$ cat config.mk
export PLATFORM = sky130hd
export DESIGN_NAME = rr_channel_sequencer_flat
export DESIGN_NICKNAME = d
export VERILOG_FILES = /design/src/rtl/rr_channel_sequencer_if.sv /design/src/rtl/rr_channel_sequencer.sv /design/src/flat_wrapper.sv
export SDC_FILE = /design/constraint.sdc
export NUM_CORES = 1
export LEC_CHECK = 0
export ABC_AREA = 0
export CELL_PAD_IN_SITES_DETAIL_PLACEMENT = 1
export CELL_PAD_IN_SITES_GLOBAL_PLACEMENT = 2
export CORE_MARGIN = 2
export CORE_UTILIZATION = 43
export CTS_CLUSTER_SIZE = 40
export DETAILED_ROUTE_END_ITERATION = 12
export DONT_BUFFER_PORTS = 1
export PLACE_DENSITY = 0.88
export SLEW_MARGIN = 20
export SYNTH_ARGS = -nofsm -noshare
export SYNTH_HDL_FRONTEND = slang
export SYNTH_SLANG_ARGS = --single-unit
$ cat constraint.sdc
create_clock -name clk -period 13.1 [get_ports clk]
set_input_delay 3.275 -clock clk [delete_from_list [all_inputs] [get_ports clk]]
set_output_delay 3.275 -clock clk [all_outputs]
set_load 0.05 [all_outputs]
$ cat src/rtl/rr_channel_sequencer_if.sv
// rtl/rr_channel_sequencer_if.sv - request/grant bundle between channels and the round-robin sequencer
//
// Purpose: groups the request inputs and grant outputs of rr_channel_sequencer.
// Signals:
//   req[15:0]      per-channel request, bit n = channel n
//   done           current grant holder finished
//   grant_en       grant held; drives the 4-to-16 decoder enable
//   grant_idx[3:0] granted channel; drives the decoder select
//   busy           sequencer in GRANT or GAP
//   timeout        one-cycle pulse when the watchdog forces a release
// Modports: slave = sequencer side, master = channel/driver side.

interface rr_channel_sequencer_if;
  logic [15:0] req;
  logic        done;
  logic        grant_en;
  logic [3:0]  grant_idx;
  logic        busy;
  logic        timeout;

  modport slave (
    input  req, done,
    output grant_en, grant_idx, busy, timeout
  );

  modport master (
    output req, done,
    input  grant_en, grant_idx, busy, timeout
  );
endinterface

$ cat src/rtl/rr_channel_sequencer.sv
// rtl/rr_channel_sequencer.sv - 16-channel round-robin grant sequencer feeding a 4-to-16 decoder
//
// Purpose: picks one requesting channel with rotating priority, holds the grant
// until done (or the optional watchdog), then forces one low cycle before the
// next grant so decoded lines never overlap.
// Ports:
//   clk  sole clock, rising edge
//   rst  synchronous active-high reset
//   bus  rr_channel_sequencer_if.slave (req, done in; grant_en, grant_idx, busy, timeout out)
// Parameters:
//   MAX_HOLD  watchdog limit in GRANT cycles (2..65535)
//   CNT_W     watchdog counter width, 2**CNT_W > MAX_HOLD
// Optional feature macro: RR_SEQ_TIMEOUT_EN enables the grant watchdog; when
// undefined no counter exists and timeout stays 0.

module rr_channel_sequencer #(
  parameter int MAX_HOLD = 64,
  parameter int CNT_W    = 16
) (
  input logic                   clk,
  input logic                   rst,
  rr_channel_sequencer_if.slave bus
);

  typedef enum logic [1:0] {
    IDLE  = 2'd0,
    GRANT = 2'd1,
    GAP   = 2'd2
  } state_e;

  state_e     state_q, state_d;
  logic [3:0] grant_idx_q, grant_idx_d;
  logic [3:0] last_ptr_q, last_ptr_d;
  logic       grant_en_q, grant_en_d;
  logic       busy_q, busy_d;
  logic       timeout_q, timeout_d;

  logic [3:0] winner;
  logic       winner_vld;
  logic [3:0] scan_idx;
  logic       limit_hit;

  // Rotating scan: offsets 1..16 from last_ptr; the 4-bit wrap makes offset 16
  // land on last_ptr itself, so the previous winner has lowest priority.
  always_comb begin
    winner     = '0;
    winner_vld = 1'b0;
    scan_idx   = '0;
    for (int i = 1; i <= 16; i++) begin
      scan_idx = last_ptr_q + 4'(i);
      if (!winner_vld && bus.req[scan_idx]) begin
        winner     = scan_idx;
        winner_vld = 1'b1;
      end
    end
  end

`ifdef RR_SEQ_TIMEOUT_EN
  logic [CNT_W-1:0] cnt_q, cnt_d;

  // Held at zero outside GRANT, so it is already clear on GRANT entry.
  always_comb begin
    cnt_d = '0;
    if (state_q == GRANT) begin
      cnt_d = cnt_q + CNT_W'(1);
    end
  end

  always_ff @(posedge clk) begin
    if (rst) begin
      cnt_q <= '0;
    end else begin
      cnt_q <= cnt_d;
    end
  end

  assign limit_hit = (state_q == GRANT) && (cnt_q == CNT_W'(MAX_HOLD - 1));
`else
  logic unused_cfg;
  assign unused_cfg = (MAX_HOLD == CNT_W);
  assign limit_hit  = 1'b0;
`endif

  always_comb begin
    state_d     = state_q;
    grant_idx_d = grant_idx_q;
    last_ptr_d  = last_ptr_q;
    timeout_d   = 1'b0;
    unique case (state_q)
      IDLE: begin
        if (winner_vld) begin
          state_d     = GRANT;
          grant_idx_d = winner;
          last_ptr_d  = winner;
        end
      end
      GRANT: begin
        // done has priority: a simultaneous limit hit is a normal release.
        if (bus.done) begin
          state_d = GAP;
        end else if (limit_hit) begin
          state_d   = GAP;
          timeout_d = 1'b1;
        end
      end
      GAP: begin
        state_d = IDLE;
      end
      default: begin
        state_d = IDLE;
      end
    endcase
    // Outputs are flopped from the next state so the decoder sees glitch-free levels.
    grant_en_d = (state_d == GRANT);
    busy_d     = (state_d != IDLE);
  end

  always_ff @(posedge clk) begin
    if (rst) begin
      state_q     <= IDLE;
      grant_idx_q <= 4'd0;
      last_ptr_q  <= 4'd15;
      grant_en_q  <= 1'b0;
      busy_q      <= 1'b0;
      timeout_q   <= 1'b0;
    end else begin
      state_q     <= state_d;
      grant_idx_q <= grant_idx_d;
      last_ptr_q  <= last_ptr_d;
      grant_en_q  <= grant_en_d;
      busy_q      <= busy_d;
      timeout_q   <= timeout_d;
    end
  end

  assign bus.grant_en  = grant_en_q;
  assign bus.grant_idx = grant_idx_q;
  assign bus.busy      = busy_q;
  assign bus.timeout   = timeout_q;

endmodule

$ cat src/flat_wrapper.sv
// flat-port wrapper written by rule: the top's interface ports become plain ports
module rr_channel_sequencer_flat 
#(
  parameter int MAX_HOLD = 64,
  parameter int CNT_W    = 16
)
  (clk, rst, bus_req, bus_done, bus_grant_en, bus_grant_idx, bus_busy, bus_timeout);
  rr_channel_sequencer_if bus_i ();
  input logic clk;
  input logic rst;
  input wire logic [$bits(bus_i.req)-1:0] bus_req;
  input wire logic [$bits(bus_i.done)-1:0] bus_done;
  output wire logic [$bits(bus_i.grant_en)-1:0] bus_grant_en;
  output wire logic [$bits(bus_i.grant_idx)-1:0] bus_grant_idx;
  output wire logic [$bits(bus_i.busy)-1:0] bus_busy;
  output wire logic [$bits(bus_i.timeout)-1:0] bus_timeout;
  assign bus_i.req = bus_req;
  assign bus_i.done = bus_done;
  assign bus_grant_en = bus_i.grant_en;
  assign bus_grant_idx = bus_i.grant_idx;
  assign bus_busy = bus_i.busy;
  assign bus_timeout = bus_i.timeout;
  rr_channel_sequencer #(.MAX_HOLD(MAX_HOLD), .CNT_W(CNT_W)) u_core (.clk(clk), .rst(rst), .bus(bus_i));
endmodule
# Word level (Yosys, flattened, before mapping)
# Index checks and enable logic that the tools add are counted.
# W data, S select, Z words.
dict set report op_classes {
  mux 67
  eq_ne 2
  n_lt_le_gt_ge 16
  reduce_logical 33
  n_addsub 15
}
# cell n
set ops {}
lappend ops {{$lt A4 B5 Y1 const B} 16}
lappend ops {{$bmux W1 S4} 16}
lappend ops {{$mux W4} 16}
lappend ops {{$add A4 B4 Y4 const B} 8}
lappend ops {{$mux W1} 32}
lappend ops {{$add A4 B3 Y4 const B} 4}
lappend ops {{$logic_and A1 B1 Y1} 15}
lappend ops {{$logic_not A1 Y1} 15}
lappend ops {{$add A4 B2 Y4 const B} 2}
lappend ops {{$add A4 B1 Y4 const B} 1}
lappend ops {{$eq A2 B1 Y1 const B} 2}
lappend ops {{$mux W2} 2}
lappend ops {{$pmux W2 S2} 1}
lappend ops {{$logic_not A2 Y1} 1}
lappend ops {{$reduce_and A2 Y1} 1}
lappend ops {{$reduce_bool A2 Y1} 1}
dict set report totals {
  elab_cells 138
  register_bits 12
  input_bits 19
  out_inout_bits 7
}

# Longest topological paths before layout
dict set report depth {
  ltp_word 52
  mapped_depth 17
  mapped_depth_nobuf 12
}

# Worst setup path before layout
# Ideal clock, no wire load.
dict set report synth_path {
  path_type {input -> register}
  startpoint {input bus_req[2]}
  endpoint {register u_core.grant_idx_q[2] (netlist: u_core.bus.grant_idx[2])}
  required_time_ps 12983
  path_slack_ps 7215
  cell_stages 10
  path_buffers 0
  t_arrival_ps 5768
  cell_sequence {mux4_2 mux2_2 mux2_2 nor3_4 nand4_4 or4_4 a21oi_2 a21oi_2 a41oi_1 nand2_1}
}
dict set report synth_via {
  elab_chain_len 49
  elab_cells_between_ends 95
  cone_classes {mux: 64; reduce/logical: 31}
}
# item line
set synth_rtl {}
lappend synth_rtl {{start, declared} flat_wrapper.sv:11} ;# input wire logic [$bits(bus_i.req)-1:0] bus_req;
lappend synth_rtl {{$bmux W1 S4} rr_channel_sequencer.sv:51} ;# if (!winner_vld && bus.req[scan_idx]) begin
lappend synth_rtl {{$mux W1 (implied by the code)} rr_channel_sequencer.sv:51}
lappend synth_rtl {{$mux W1} rr_channel_sequencer.sv:51}
lappend synth_rtl {{$logic_not A1 Y1} rr_channel_sequencer.sv:51}
lappend synth_rtl {{$logic_and A1 B1 Y1} rr_channel_sequencer.sv:51}
lappend synth_rtl {{$mux W1} rr_channel_sequencer.sv:51}
lappend synth_rtl {{$logic_not A1 Y1} rr_channel_sequencer.sv:51}
lappend synth_rtl {{$logic_and A1 B1 Y1} rr_channel_sequencer.sv:51}
lappend synth_rtl {{(+33 left out)} n/a}
lappend synth_rtl {{$mux W1} rr_channel_sequencer.sv:51}
lappend synth_rtl {{$logic_not A1 Y1} rr_channel_sequencer.sv:51}
lappend synth_rtl {{$logic_and A1 B1 Y1} rr_channel_sequencer.sv:51}
lappend synth_rtl {{$mux W1} rr_channel_sequencer.sv:51}
lappend synth_rtl {{$logic_not A1 Y1} rr_channel_sequencer.sv:51}
lappend synth_rtl {{$logic_and A1 B1 Y1} rr_channel_sequencer.sv:51}
lappend synth_rtl {{$mux W1} rr_channel_sequencer.sv:51}
lappend synth_rtl {{$reduce_and A2 Y1 (no line)} n/a}
lappend synth_rtl {{end signal, assigned} rr_channel_sequencer.sv:128} ;# grant_idx_q <= grant_idx_d;
lappend synth_rtl {{end, declared} rr_channel_sequencer.sv:32} ;# logic [3:0] grant_idx_q, grant_idx_d;
# Several ways; a longest one is shown, not always the timed one. The select of a mux whose other input is x is not followed.
# A chain may end at the register's enable or synchronous reset.

# Final worst setup path
dict set report layout_path {
  startpoint {input bus_req[0]}
  endpoint {register u_core.busy_q (netlist: u_core.bus.busy)}
}
dict set report layout_via {
  elab_chain_len 51
  elab_cells_between_ends 81
  cone_classes {mux: 50; reduce/logical: 31}
}
# item line
set layout_rtl {}
lappend layout_rtl {{$bmux W1 S4} rr_channel_sequencer.sv:51}
lappend layout_rtl {{$mux W1 (implied by the code)} rr_channel_sequencer.sv:51}
lappend layout_rtl {{$mux W1} rr_channel_sequencer.sv:51}
lappend layout_rtl {{$logic_not A1 Y1} rr_channel_sequencer.sv:51}
lappend layout_rtl {{$logic_and A1 B1 Y1} rr_channel_sequencer.sv:51}
lappend layout_rtl {{$mux W1} rr_channel_sequencer.sv:51}
lappend layout_rtl {{$logic_not A1 Y1} rr_channel_sequencer.sv:51}
lappend layout_rtl {{$logic_and A1 B1 Y1} rr_channel_sequencer.sv:51}
lappend layout_rtl {{(+35 left out)} n/a}
lappend layout_rtl {{$logic_and A1 B1 Y1} rr_channel_sequencer.sv:51}
lappend layout_rtl {{$mux W1} rr_channel_sequencer.sv:51}
lappend layout_rtl {{$logic_not A1 Y1} rr_channel_sequencer.sv:51}
lappend layout_rtl {{$logic_and A1 B1 Y1} rr_channel_sequencer.sv:51}
lappend layout_rtl {{$mux W1 (*)} rr_channel_sequencer.sv:51}
lappend layout_rtl {{$mux W2 (*)} rr_channel_sequencer.sv:91} ;# if (winner_vld) begin
lappend layout_rtl {{$pmux W2 S2 (*)} rr_channel_sequencer.sv:89} ;# unique case (state_q)
lappend layout_rtl {{$reduce_bool A2 Y1 (*)} rr_channel_sequencer.sv:115} ;# busy_d = (state_d != IDLE);
lappend layout_rtl {{end signal, assigned} rr_channel_sequencer.sv:131} ;# busy_q <= busy_d;
lappend layout_rtl {{end, declared} rr_channel_sequencer.sv:35} ;# logic busy_q, busy_d;
# Mark *: on every way between the ends. The rest lies on a longest branch, timed or not. The select of a mux whose other input is x is not followed.

==> results.py <==
metrics = {
    "status": {
        "outcome": "finished, final reports clean",
    },
    "yosys": {
        "synth-warning-count": 0,
        "seq_area_frac_synth_pct": 8.37,
        "synth_top_family_by_area": "multiplexers",
        "synth_adder_area_share_pct": 3.49,
        "synth_area_per_cell_um2": 8.55,
        "synth_simple_gate_area_share_pct": 20.5,
        "netlist_instances": 336,
        "complex_gate_fraction_of_the_synthesized_area_pct": 24.5,
        "synth_nets": 363,
        "synth.cell_area_um2": 2870,
        "yosys_most_used_dff": "sky130_fd_sc_hd__dfxtp_1",
        "synth-xor-area-share_pct": 3.92,
        "proportion_of_synthesized_area_in_mux_cells_pct": 33.5,
        "synth_cell_types": 77,
        "number_of_storage_elements_in_the_synthesis_netlist": 12,
        "synth-async-reset-ratio_pct": 0,
        "synth_enable_flop_cells": 0,
    },
    "critical_path": {
        "crit_arrival_ns": 6.11,
        "worst-path-max-fanout": 10,
        "worstReg2RegStart": "u_core.last_ptr_q[1]",
        "ff2ff_path_depth": 12,
        "setup.worst_path.end_class": "flop",
        "ff2ff_setup_slack_ns": 8.38,
        "path_class": "in2reg",
        "worst_r2r_endpoint": "u_core.bus.busy",
        "crit_required_ns": 13.24,
        "crit_path_start_kind": "input pin",
    },
    "global_routing": {
        "number_of_global_route_vias_before_repair": 2825,
        "grt_antenna_before_repair": 0,
        "grt-busiest-layer": "met2",
        "fraction_of_met1_tracks_used_by_global_routing_pct": 41.8,
        "globalRoute.totalOverflow": 0,
        "global_route.usage.total_pct": 28.0,
        "grt_start_max_net_pins": 32,
        "grt_met3_use_pct": 3.37,
        "grt_pass1_wl_um": 16000,
        "grt_util_met2_pct": 43.6,
    },
    "detailed_routing": {
        "avgRoutedWirePerCell_um": 24.8,
        "final_antenna_net_count": 0,
        "remaining_drcs": 0,
        "route.vias.total": 2856,
        "viasPerCell": 7.12,
        "detailedRoute.firstPassIterationCount": 5,
        "totalWireLength_um": 9940,
        "drtIter0Drc": 238,
    },
    "min_path": {
        "hold_path_startpoint": "u_core.state_q[1]",
        "hold_depth": 1,
        "min_to": "u_core.state_q[1]",
        "hold_class": "reg2reg",
    },
    "clock_tree": {
        "cts.hold.buffers_added": 0,
        "clk_latency_ns": 0.25,
        "tritoncts_clock_tree": "done",
        "clock_path_buffers": 2,
        "clock_sinks": 12,
        "tritoncts.num_buffers": 3,
        "htreeDepth": 1,
        "cts_resized": 0,
        "cts.repair_timing.setup_buffer_count": 0,
        "clock_slew_seen_by_the_registers_of_the_worst_setup_and_hold_paths_ns": 0.05,
        "cts-root-buf": "sky130_fd_sc_hd__clkbuf_8",
    },
    "sta": {
        "fin_crit_sh_pct": 45.6,
        "unrepaired_setup_endpoints_after_global_routing": "false",
        "period_needed_ns": 5.97,
        "slew_headroom_pct": 33.5,
        "max_freq_mhz": 167,
        "final.setup_skew_ns": 0.000706,
        "report.final.hold_viol_count": 0,
        "setup_total_negative_slack_ns": 0,
        "report.final.slew_viol_count": 0,
        "setup_violations": 0,
        "worstMarginPinSlew_ns": 0.990,
    },
    "layout": {
        "final_layout_size_suffix_gt1_share_pct": 18.2,
        "nFillCells": 768,
        "top_library_cells_by_usage_in_the_layout_fill_and_taps_aside": "sky130_fd_sc_hd__a21oi_1 (30), sky130_fd_sc_hd__nand2_1 (29), sky130_fd_sc_hd__nor2_1 (25)",
        "antenna_cells": 0,
        "postLayoutCoreUtil_pct": 45.5,
        "finalNetCount": 352,
        "syn_to_final_growth_pct": 1.66,
        "layout_commonest_cell": "sky130_fd_sc_hd__a21oi_1",
    },
    "die": {
        "die_w_um": 85.7,
        "fp-row-count": 29,
        "die_y_um": 85.7,
        "core_area_um2": 6420,
        "io_pins": 26,
        "die_area_um2": 7350,
        "initial_utilization_pct": 44.7,
    },
    "placement": {
        "place_congestion": 0.995,
        "dpl.hpwl_um": 7590,
        "placement.io_buffers": 0,
    },
    "flow_run": {
        "maxCapViolCount": 0,
    },
}
per-stage QoR:
stage / area [um^2] / worst slack (ns) / hold WS [ns] / std cells
2_1_floorplan: 2870 / 7.21 / 0.422 / 336
3_3_place_gp: 2860 / 6.98 / 0.436 / 397
3_5_place_dp: 2860 / 6.91 / 0.452 / 397
4_1_cts: 2920 / 7.17 / 0.460 / 401
5_1_grt: 2920 / 6.90 / 0.494 / 401
6_report: 2920 / 7.13 / 0.457 / 401
layout make-up:
cell class | instances | area, um^2 | area share, %
multi-input cells | 296 | 2470 | 84.7
flip-flops and latches | 12 | 240 | 8.23
well taps | 77 | 96.3 | 3.30
clock buffers | 4 | 55.1 | 1.89
inverters | 9 | 33.8 | 1.16
repair buffers | 3 | 22.5 | 0.772
worst max path at each step:
stage	from	to	slack (ns)	cells past startpoint
final	bus_req[0]	u_core.bus.busy	7.13	9
after global placement	bus_req[0]	u_core.bus.busy	6.98	9
after CTS	bus_req[0]	u_core.bus.busy	7.17	9
after global routing	bus_req[0]	u_core.last_ptr_q[3]	6.90	10
after floorplan	bus_req[2]	u_core.bus.grant_idx[2]	7.21	10
after detailed placement	bus_req[0]	u_core.bus.grant_idx[2]	6.91	10
routing by layer:
metal,vias to the layer above,part of all wire [%]
met5,-,0
met2,140,45
met3,19,9.0
met1,1407,44
li1,1290,-
met4,0,1.9
flip-flops by register name, indices dropped and copies added (netlist names):
signal and count:
u_core.last_ptr_q 4, u_core.state_q 2, u_core.bus.busy 1, u_core.bus.grant_idx 4, u_core.bus.grant_en 1
worst max-delay path, cell delays in order:
cell	delay [ns]
sky130_fd_sc_hd__mux4_2	0.52
sky130_fd_sc_hd__mux2i_1	0.33
sky130_fd_sc_hd__mux2i_2	0.30
sky130_fd_sc_hd__nor4_4	0.36
sky130_fd_sc_hd__and4_1	0.29
sky130_fd_sc_hd__nand4_1	0.22
sky130_fd_sc_hd__o21ai_2	0.45
sky130_fd_sc_hd__a21oi_1	0.13
sky130_fd_sc_hd__or2_1	0.22
synthesized netlist by cell type (5+ instances only):
master / instances / share of area [%]
sky130_fd_sc_hd__buf_2: 7 / 1.2
sky130_fd_sc_hd__nand3_1: 8 / 1.4
sky130_fd_sc_hd__mux2i_1: 21 / 7.3
sky130_fd_sc_hd__a21oi_1: 30 / 5.2
sky130_fd_sc_hd__nand2_1: 29 / 3.8
sky130_fd_sc_hd__mux4_2: 19 / 15
sky130_fd_sc_hd__nor2_1: 25 / 3.3
sky130_fd_sc_hd__nor3_1: 8 / 1.4
sky130_fd_sc_hd__dfxtp_1: 12 / 8.4
sky130_fd_sc_hd__o21ai_1: 5 / 0.87
sky130_fd_sc_hd__xnor2_1: 7 / 2.1
sky130_fd_sc_hd__o21ai_0: 8 / 1.4
sky130_fd_sc_hd__a22oi_1: 6 / 1.6
sky130_fd_sc_hd__mux2_2: 16 / 6.3
sky130_fd_sc_hd__a21o_1: 7 / 1.8
sky130_fd_sc_hd__ha_1: 8 / 3.5
sky130_fd_sc_hd__inv_1: 9 / 1.2
kinds of logic (layout without fill, tap and decap cells):
logic type,Yosys count,after routing
AND/OR/NAND/NOR,107,107
multiplexers,64,64
XOR/XNOR,12,12
flip-flops,12,12
adder cells (fa/ha/maj),8,8
AO/OA/AOI/OAI,104,104
buffers and inverters,28,16
other,1,1
Power is not shown: default switching activity piles up to over one toggle a cycle in this logic, so the estimate is an artifact.
